File: src/rtl/bitscan_encoder.sv
// bitscan_encoder: accepts a request vector and streams the index of each set bit, one per output handshake.
// Optional macro ZERO_BEAT_EN: an accepted all-zero vector produces one beat flagged by out_zero.
module bitscan_encoder #(
  parameter int WIDTH     = 8,
  parameter int IDX_W     = $clog2(WIDTH),
  parameter bit MSB_FIRST = 1'b0
) (
  input  logic             clk,
  input  logic             rst,
  input  logic             in_valid,
  output logic             in_ready,
  input  logic [WIDTH-1:0] in_vec,
  output logic             out_valid,
  input  logic             out_ready,
  output logic [IDX_W-1:0] out_idx,
  output logic             out_last
`ifdef ZERO_BEAT_EN
  ,
  output logic             out_zero
`endif
);

  typedef enum logic [1:0] {IDLE, SCAN, ZBEAT} state_t;

  state_t           state, state_next;
  logic [WIDTH-1:0] pending, pending_next;
  logic [IDX_W-1:0] scan_idx;
  logic             single;

  // Priority encoder over pending; the last match in loop order wins.
  always_comb begin
    scan_idx = '0;
    if (MSB_FIRST) begin
      for (int i = 0; i < WIDTH; i++)
        if (pending[i]) scan_idx = IDX_W'(i);
    end else begin
      for (int i = WIDTH - 1; i >= 0; i--)
        if (pending[i]) scan_idx = IDX_W'(i);
    end
  end

  assign single = (pending != '0) && ((pending & (pending - WIDTH'(1))) == '0);

  always_ff @(posedge clk or posedge rst) begin
    if (rst) begin
      state   <= IDLE;
      pending <= '0;
    end else begin
      state   <= state_next;
      pending <= pending_next;
    end
  end

  // Outputs depend only on registered state, so in_vec never reaches them combinationally.
  always_comb begin
    state_next   = state;
    pending_next = pending;
    out_valid    = (state != IDLE);
    out_idx      = '0;
    out_last     = 1'b0;
`ifdef ZERO_BEAT_EN
    out_zero     = (state == ZBEAT);
`endif
    case (state)
      SCAN: begin
        out_idx  = scan_idx;
        out_last = single;
      end
      ZBEAT:   out_last = 1'b1;
      default: ;
    endcase

    in_ready = !rst && ((state == IDLE) || (out_valid && out_ready && out_last));

    if (out_valid && out_ready) begin
      pending_next = pending & ~(WIDTH'(1) << scan_idx);
      if (out_last) state_next = IDLE;
    end

    // A vector accepted on the final beat overrides the return to IDLE.
    if (in_valid && in_ready) begin
      if (in_vec != '0) begin
        pending_next = in_vec;
        state_next   = SCAN;
      end else begin
`ifdef ZERO_BEAT_EN
        state_next   = ZBEAT;
`else
        state_next   = IDLE;
`endif
      end
    end
  end

endmodule
File: config.mk
export PLATFORM = sky130hd
export DESIGN_NAME = bitscan_encoder
export DESIGN_NICKNAME = d
export VERILOG_FILES = /design/src/rtl/bitscan_encoder.sv
export SDC_FILE = /design/constraint.sdc
export NUM_CORES = 1
export LEC_CHECK = 0
export CAP_MARGIN = 30
export CORE_MARGIN = 2
export CORE_UTILIZATION = 42
export CTS_BUF_LIST = sky130_fd_sc_hd__clkbuf_4 sky130_fd_sc_hd__clkbuf_8 sky130_fd_sc_hd__clkbuf_16
export CTS_CLUSTER_DIAMETER = 50
export DETAILED_ROUTE_END_ITERATION = 10
export PLACE_DENSITY_LB_ADDON = 0.3
export SYNTH_ARGS = -nofsm -noshare
export SYNTH_HDL_FRONTEND = slang
export SYNTH_SLANG_ARGS = --single-unit
File: constraint.sdc
create_clock -name clk -period 2.4 [get_ports clk]
set_clock_uncertainty 0.15 [all_clocks]
set_input_delay 0.72 -clock clk [delete_from_list [all_inputs] [get_ports clk]]
set_output_delay 0.72 -clock clk [all_outputs]
set_load 0.03 [all_outputs]
==> Word level (Yosys, flattened, before mapping) <==
Index checks and enable logic that the tools add are counted.
{ "classes": {"addsub": 1, "n_mul": 0, "div": 0, "magnitude_cmp": 0, "eq_ne": 2, "shift": 1, "mux": 17, "bitwise_logic": 3, "n_reduce_logical": 15} }
{ "ops": {"columns": ["operator", "n"], "rows": [
  ["$mux W3", 9],
  ["$mux W8", 3],
  ["$and A8 B8 Y8", 2],
  ["$reduce_bool A8 Y1", 2],
  ["$logic_not A8 Y1", 1],
  ["$not A8 Y8", 1],
  ["$shl A1 B3 Y8 const A", 1],
  ["$sub A8 B1 Y8 const B", 1],
  ["$mux W2", 3],
  ["$reduce_bool A2 Y1", 3],
  ["$logic_and A1 B1 Y1", 5],
  ["$eq A2 B1 Y1 const B", 1],
  ["$eq A2 B2 Y1 const B", 1],
  ["$logic_not A2 Y1", 1],
  ["$pmux W1 S2", 1],
  ["$reduce_and A2 Y1", 1],
  ["$logic_not A1 Y1", 1],
  ["$logic_or A1 B1 Y1", 1],
  ["$mux W1", 1]
]} }
{ "word_totals": {"regBits": 10, "latchBits": 0, "mem_bits_rw": 0, "rom_bits": 0, "inputBits": 12, "out_inout_bits": 6, "word_cells": 41, "mem_count": 0} }

==> Logic depth before layout (Yosys ltp) <==
Gate-level depths: netlist of run 1.
{ "depth": {"word_depth": 14, "mapped_depth": 6} }

==> Worst setup path before layout of run 1 <==
No wires, ideal clock.
{ "synth_path": {"kind": "register -> output", "from": "reg pending[6]", "to": "out in_ready", "t_arrival_ns": 2.086, "required_ns": 1.530, "setup_slack_ns": -0.556, "path_stages_with_launch": 5, "path_buffers": 0, "path_cell_list": "dfrtp_1 or4_4 or2_4 a311o_1 a21oi_1"} }
{ "synth_via": {"elab_chain_len": 8, "elab_cells_between_ends": 9} }
{ "synth_lines": {"columns": ["element", "line_no", "source"], "rows": [
  ["from (decl)", "26", "logic [WIDTH-1:0] pending, pending_next;"],
  ["from (signal assigned)", "50", "pending <= pending_next;"],
  ["$sub A8 B1 Y8", "42", "assign single = (pending != '0) && ((pending & (pending - WIDTH'(1))) == '0);"],
  ["$and A8 B8 Y8", "42", null],
  ["$logic_not A8 Y1", "42", null],
  ["$logic_and A1 B1 Y1 (*)", "42", null],
  ["$pmux W1 S2 (*)", "64", "case (state)"],
  ["$logic_and A1 B1 Y1 (*)", "73", "in_ready = !rst && ((state == IDLE) || (out_valid && out_ready && out_last));"],
  ["$logic_or A1 B1 Y1 (*)", "73", null],
  ["$logic_and A1 B1 Y1 (*)", "73", null],
  ["to (decl)", "11", "output logic in_ready,"]
]} }
Every way passes the cells marked *; elsewhere a longest branch is shown, timed or not.

==> Worst setup path in the final report of run 1 <==
Same ends and word-level chain as after synthesis.

==> results of run 1 <==
[repair_timing]
action,in CTS,in global routing
gates cloned,0,0
buffers inserted,3,4
pin swaps,2,4
resized for setup,15,12
setup endpoints to repair,5,11
[state kept, by name, indices dropped and copies added (netlist names)]
register  count
state         1
pending       8
[how the worst min path moves through the flow]
stage                     cells past startpoint  slack, ns    endpoint
after floorplan                               1       0.41  pending[0]
after global placement                        2       0.49  pending[6]
after detailed placement                      2       0.50  pending[6]
after CTS                                     2       0.54  pending[7]
after global routing                          2       0.59  pending[7]
final                                         2       0.56  pending[7]
[worst min-delay path, stage by stage (launching register included)]
cell     delay, ns
dfrtp_1       0.37
buf_4         0.15
a32o_1        0.15
[layer usage]
metal | up-vias | track usage | routed length (um)
li1 | 386 | - | -
met1 | 387 | 0.314 | 901
met2 | 51 | 0.368 | 1110
met3 | 11 | 0.0408 | 181
met4 | 0 | 0.139 | 82
met5 | - | 0 | 0
[stage by stage]
step                      setup TNS, ns  total power, mW  hold slack [ns]  cells
after floorplan                  -0.487            0.984            0.406     74
after global placement            -1.11             1.47            0.489    129
after detailed placement          -1.30             1.50            0.505    129
after CTS                         -1.04             1.70            0.539    136
after global routing              -1.38             2.01            0.590    138
final                             -1.19             1.90            0.561    138
[kinds of logic (layout without fill, tap and decap cells)]
kind of cell	after synthesis	count (layout)
xor+xnor	1	1
flops	9	9
simple gates	25	25
compound gates	30	30
buf+inv	9	57
[layout make-up]
type	count	share of cell area
Tap cell	16	0.0168
Timing Repair Buffer	47	0.338
Sequential cell	9	0.189
Inverter	6	0.0189
Multi-Input combinational cell	56	0.412
Clock buffer	4	0.0253
[cell usage in the layout, fill, tap and decap left out, types with 2 or more instances in the layout]
| cell | count |
|---|---|
| inv_1 | 6 |
| a21oi_1 | 2 |
| buf_6 | 5 |
| dfrtp_1 | 9 |
| nor2_1 | 3 |
| o21a_1 | 2 |
| a21oi_4 | 2 |
| clkbuf_4 | 4 |
| nor3_1 | 4 |
| nor2_2 | 2 |
| a22o_1 | 3 |
| nor4_1 | 2 |
| nand2_1 | 4 |
| a32o_1 | 5 |
| clkdlybuf4s50_1 | 11 |
| o21ai_0 | 2 |
| buf_4 | 29 |
[where the power goes]
part / internal [mW] / switching, mW
sequential: 0.222 / 0.0704
combinational: 0.738 / 0.732
clock: 0.0757 / 0.0583
total: 1.04 / 0.860
==> impl_metrics.csv, run 1 <==
group,metric,value,unit
routing,route.antenna.remaining_nets,0,
status,violations,"setup timing",
worst_setup_path,r2r_slack,0.07,ns
routing,vias,835,
synth,synth_edf_count,0,
floorplan,die_w,44.1,um
synth,yosys-top-cells-count,"dfrtp_1, inv_1, a32o_1, nor2_1",
routing,wirelength,2280,um
finish,syn2layout_area_growth,75.9,%
pwr,irDropWorstVdd,1.17,mV
timing,period_minus_slack,2.90,ns
floorplan,initial_core_util,0.449,
worst_setup_path,critPathMaxFanout,3,
finish,design_area,1190,sq um
worst_setup_path,critical_path_arrival,2.03,ns
clock_network,clockRootBuffer,"clkbuf_4",
synth,synth_compound_area_frac,0.372,
synth,syn_inst,74,
placement,place_congestion,0.884,
worst_setup_path,startpoint,"pending[6]",
clock_network,clkTransAtPathRegs,0.06,ns
clock_network,clk-insertion-delay-late,0.27,ns
worst_setup_path,cpMaxStageDelayCell,"or4_4",
worst_setup_path,r2r_cells,6,
placement,place_area,1060,sq um
synth,ys_warn_count,0,
synth,synth_adder_area_share,0,
timing,setup_viol,4,
timing,slew_violations,0,
routing,first_pass_iters,4,
synth,syn_nets,86,
clock_network,tritoncts,"yes",
timing,finalWorstSetupSlack,-0.495,ns
timing,maxSlewHeadroom,0.749,
pwr,leakage,0.514,nW
synth,synth_seq_cells,9,
timing,hold_viol,0,
worst_setup_path,crit_family,"simple AND/OR/NAND/NOR gates",
synth,async_flop_share,1.00,
floorplan,num_rows,14,
worst_setup_path,worst_setup_path_start_kind,"flop",
global_route,grt_pass1_vias,785,
synth,synthSimpleGateAreaFrac,0.230,
routing,wl_per_cell,16.5,um
clock_network,cts_max_level,1,
worst_hold_path,min_from,"pending[7]",
worst_hold_path,min_path_type,"flop to flop",
finish,seq_area,225,sq um
global_route,grt_overflow,0,
timing,tightest_slew,0.373,ns
worst_setup_path,cp_cell_sequence,"or4_4 > or2_4 > a311o_1 > a21oi_4 > buf_6",
synth,syn_area,676,sq um
worst_setup_path,crit_buf_inv,1,
routing,drc,0,
synth,synthMuxAreaShare,0,
placement,io_buffers,17,
worst_setup_path,cp.required,1.53,ns
synth,synthTopCellsByArea,"dfrtp_1, a32o_1, a22o_1, inv_1, nor4_4",
pwr,cellPowerDensity,1590,nW/um^2
synth,yosysSeqAreaShare,0.333,
worst_setup_path,rr_endpoint,"pending[3]",
synth,syn_avg_cell_area,9.13,sq um
placement,dpl.hpwl,1570,um
worst_setup_path,criticalPathCategory,"flop to output pin",
routing,vias_per_cell,6.05,
floorplan,io_pins,18,
worst_setup_path,max_stage_delay,0.54,ns
routing,initialDrtViolationCount,55,
worst_setup_path,worstSetupEndpoint,"in_ready",
global_route,grt_pass1_wl,3400,um
synth,synth_top_area_frac,0.333,
synth,synth_cell_types,36,
timing,finalCritPeriodShare,1.21,
status,status,"finished with violations",
finish,layout-drive-gt1-share,0.475,
floorplan,dieHeight,44.1,um
finish,diodes,0,
synth,synth_top_family_by_area,"compound AO/OA/AOI/OAI gates",
finish,final_nets,135,
timing,fmax,345,MHz
clock_network,max-clock-path-buffers,2,
global_route,grt_usage,0.239,
floorplan,die_area,1950,sq um
run,maxCapViolations,0,
worst_setup_path,reg2reg_from,"pending[6]",
synth,synth_flop_cell,"dfrtp_1",
global_route,antenna_found_initial,0,
finish,num-fill-cells,89,
global_route,grt_max_degree,10,
clock_network,clock-sinks,9,
synth,yosys.area.top_type,"dfrtp_1",
clock_network,numCtsBuffers,3,
worst_setup_path,endpoint_kind,"output pin",
finish,final_util,0.789,
clock_network,cts-hold-fix-buffers,0,
floorplan,coreArea,1510,sq um
finish,multi_input_area,489,sq um
placement,pre_cts_ws,-0.342,ns
synth,yosys.area_share.xor_xnor,0.0130,
timing,grt_setup_unrepaired,"true",
worst_setup_path,critical_path_depth,5,
synth,yosysMostFrequentCell,"dfrtp_1",
Note: power is estimated with default switching activity, not from simulation.
==> inputs of run 2 (changes only) <==
Settings changed: CORE_MARGIN 2 to 1, CTS_CLUSTER_DIAMETER 50 to unset, SLEW_MARGIN set to 0.
==> run 2 against run 1 <==
Sequential share of layout area increased by 0.080 points. Sequential power is 2% higher. Flip-flop and latch count unchanged. Clock power barely moved. Register-to-register slack better by 0.02 ns. Combinational power decreased by 3%. Global-route usage up 4.1 points. Design area fell by 0.42%. The run still ends with setup timing left. Count of clock-buffer cells in the layout is the same. Critical path type unchanged. Critical endpoint unchanged. Utilization shrank 0.33 points. Highest routed layer unchanged. Via count increased by 0.72%. First-iteration DRC count down 60%.
==> impl_metrics.csv, run 2 (synthesis gave the netlist of run 1 again) <==
group,metric,value,unit
timing,grt_setup_unrepaired,"true",
floorplan,coreArea,1510,sq um
global_route,grt_pass1_vias,803,
worst_setup_path,cp.required,1.53,ns
worst_setup_path,cp_cell_sequence,"or4_4 > or2_4 > a311o_1 > a21oi_4 > buf_6",
status,violations,"setup timing",
routing,wl_per_cell,15.7,um
pwr,leakage,0.526,nW
timing,setup_viol,5,
worst_setup_path,worst_setup_path_start_kind,"flop",
clock_network,cts_max_level,1,
clock_network,numCtsBuffers,3,
finish,final_nets,138,
worst_setup_path,criticalPathCategory,"flop to output pin",
routing,route.antenna.remaining_nets,0,
worst_setup_path,cpMaxStageDelayCell,"or4_4",
worst_setup_path,r2r_cells,6,
clock_network,cts-hold-fix-buffers,0,
placement,io_buffers,17,
worst_setup_path,worstSetupEndpoint,"in_ready",
global_route,grt_max_degree,10,
global_route,grt_usage,0.280,
finish,layout-drive-gt1-share,0.456,
global_route,grt_overflow,0,
timing,setup_tns,-1.30,ns
worst_setup_path,endpoint_kind,"output pin",
pwr,irDropWorstVdd,0.888,mV
worst_setup_path,max_stage_delay,0.54,ns
timing,maxSlewHeadroom,0.719,
timing,holdWs,0.576,ns
placement,dpl.hpwl,1570,um
finish,syn2layout_area_growth,75.2,%
placement,pre_cts_ws,-0.324,ns
pwr,cellPowerDensity,1570,nW/um^2
global_route,grt_pass1_wl,3580,um
timing,hold_viol,0,
clock_network,max-clock-path-buffers,2,
routing,vias_per_cell,5.96,
placement,place_area,1060,sq um
floorplan,dieHeight,42.1,um
worst_setup_path,r2r_slack,0.09,ns
clock_network,clkTransAtPathRegs,0.07,ns
finish,final_cell_mix,"buf_4, clkdlybuf4s50_1, dfrtp_1",
finish,reg.largest.list,"pending: 8 flops, state: 1 flops",
timing,fmax,343,MHz
run,maxCapViolations,0,
finish,design_area,1180,sq um
floorplan,io_pins,18,
worst_setup_path,reg2reg_from,"pending[6]",
floorplan,die_w,42.1,um
finish,final_common_cell,"buf_4",
timing,period_minus_slack,2.92,ns
placement,place_congestion,0.897,
floorplan,die_area,1770,sq um
finish,regMostFlops,"pending",
worst_setup_path,critPathMaxFanout,3,
finish,largest_reg_flops,8,
clock_network,tritoncts,"yes",
worst_setup_path,startpoint,"pending[6]",
timing,finalCritPeriodShare,1.22,
routing,wirelength,2220,um
clock_network,clockRootBuffer,"clkbuf_4",
clock_network,clk-insertion-delay-late,0.28,ns
worst_setup_path,critical_path_arrival,2.05,ns
routing,initialDrtViolationCount,22,
worst_setup_path,rr_endpoint,"pending[2]",
routing,drc,0,
timing,slew_violations,0,
floorplan,initial_core_util,0.449,
floorplan,num_rows,14,
worst_hold_path,min_path_type,"flop to flop",
global_route,antenna_found_initial,0,
timing,tightest_slew,0.418,ns
routing,first_pass_iters,4,
clock_network,clock-sinks,9,
finish,diodes,0,
timing,finalWorstSetupSlack,-0.516,ns
status,status,"finished with violations",
routing,vias,841,
-- run 2: changes by cell type in the layout (fill, tap and decap cells not counted), sizes merged --
cell  change
buf       +3
-- run 2: worst min path at each step --
stage / cells past startpoint / start / end / slack (ns)
floorplan: 1 / rst / pending[0] / 0.41
global placement: 2 / pending[6] / pending[6] / 0.50
detailed placement: 2 / pending[6] / pending[6] / 0.52
CTS: 2 / pending[6] / pending[6] / 0.54
global route: 2 / pending[5] / pending[5] / 0.60
finish: 2 / pending[5] / pending[5] / 0.58
-- run 2: area by class of cell --
class | instances | area, sq um
multi-input combinational | 56 | 467
sequential | 9 | 225
tap | 16 | 20.0
inverter | 6 | 22.5
timing repair buffer | 50 | 419
clock buffer | 4 | 30.0
fill | 102 | 323
-- run 2: where the power goes --
group | leakage, nW | switching, mW | internal, mW
logic | 0.393 | 0.692 | 0.734
registers | 0.114 | 0.0761 | 0.222
clock network | 0.0184 | 0.0593 | 0.0757
total | 0.526 | 0.828 | 1.03
-- run 2: worst max-delay path: cells and delay by family, from the launching register on --
family,cells,cell delay (ns)
AO/OA/AOI/OAI,2,0.45
buffers and inverters,1,0.14
flip-flops,1,0.40
AND/OR/NAND/NOR,2,0.78
-- run 2: repair_timing --
action / in CTS / in global routing
pin swaps: 2 / 6
setup buffers: 2 / 5
resized for setup: 15 / 7
endpoints found under the setup margin: 5 / 14
-- run 2: metal layers --
layer / vias to the layer above / wire [um] / global-route usage
li1: 392 / - / -
met1: 395 / 905 / 0.320
met2: 45 / 1090 / 0.481
met3: 9 / 143 / 0.0603
met4: 0 / 78 / 0.156
met5: - / 0 / 0
-- run 2: per-stage QoR --
step	power, mW	util	std cells
after detailed placement	1.51	0.707	130
after global routing	1.98	0.786	141
final	1.86	0.786	141
after CTS	1.71	0.740	136
after floorplan	0.984	-	74
after global placement	1.48	0.707	130
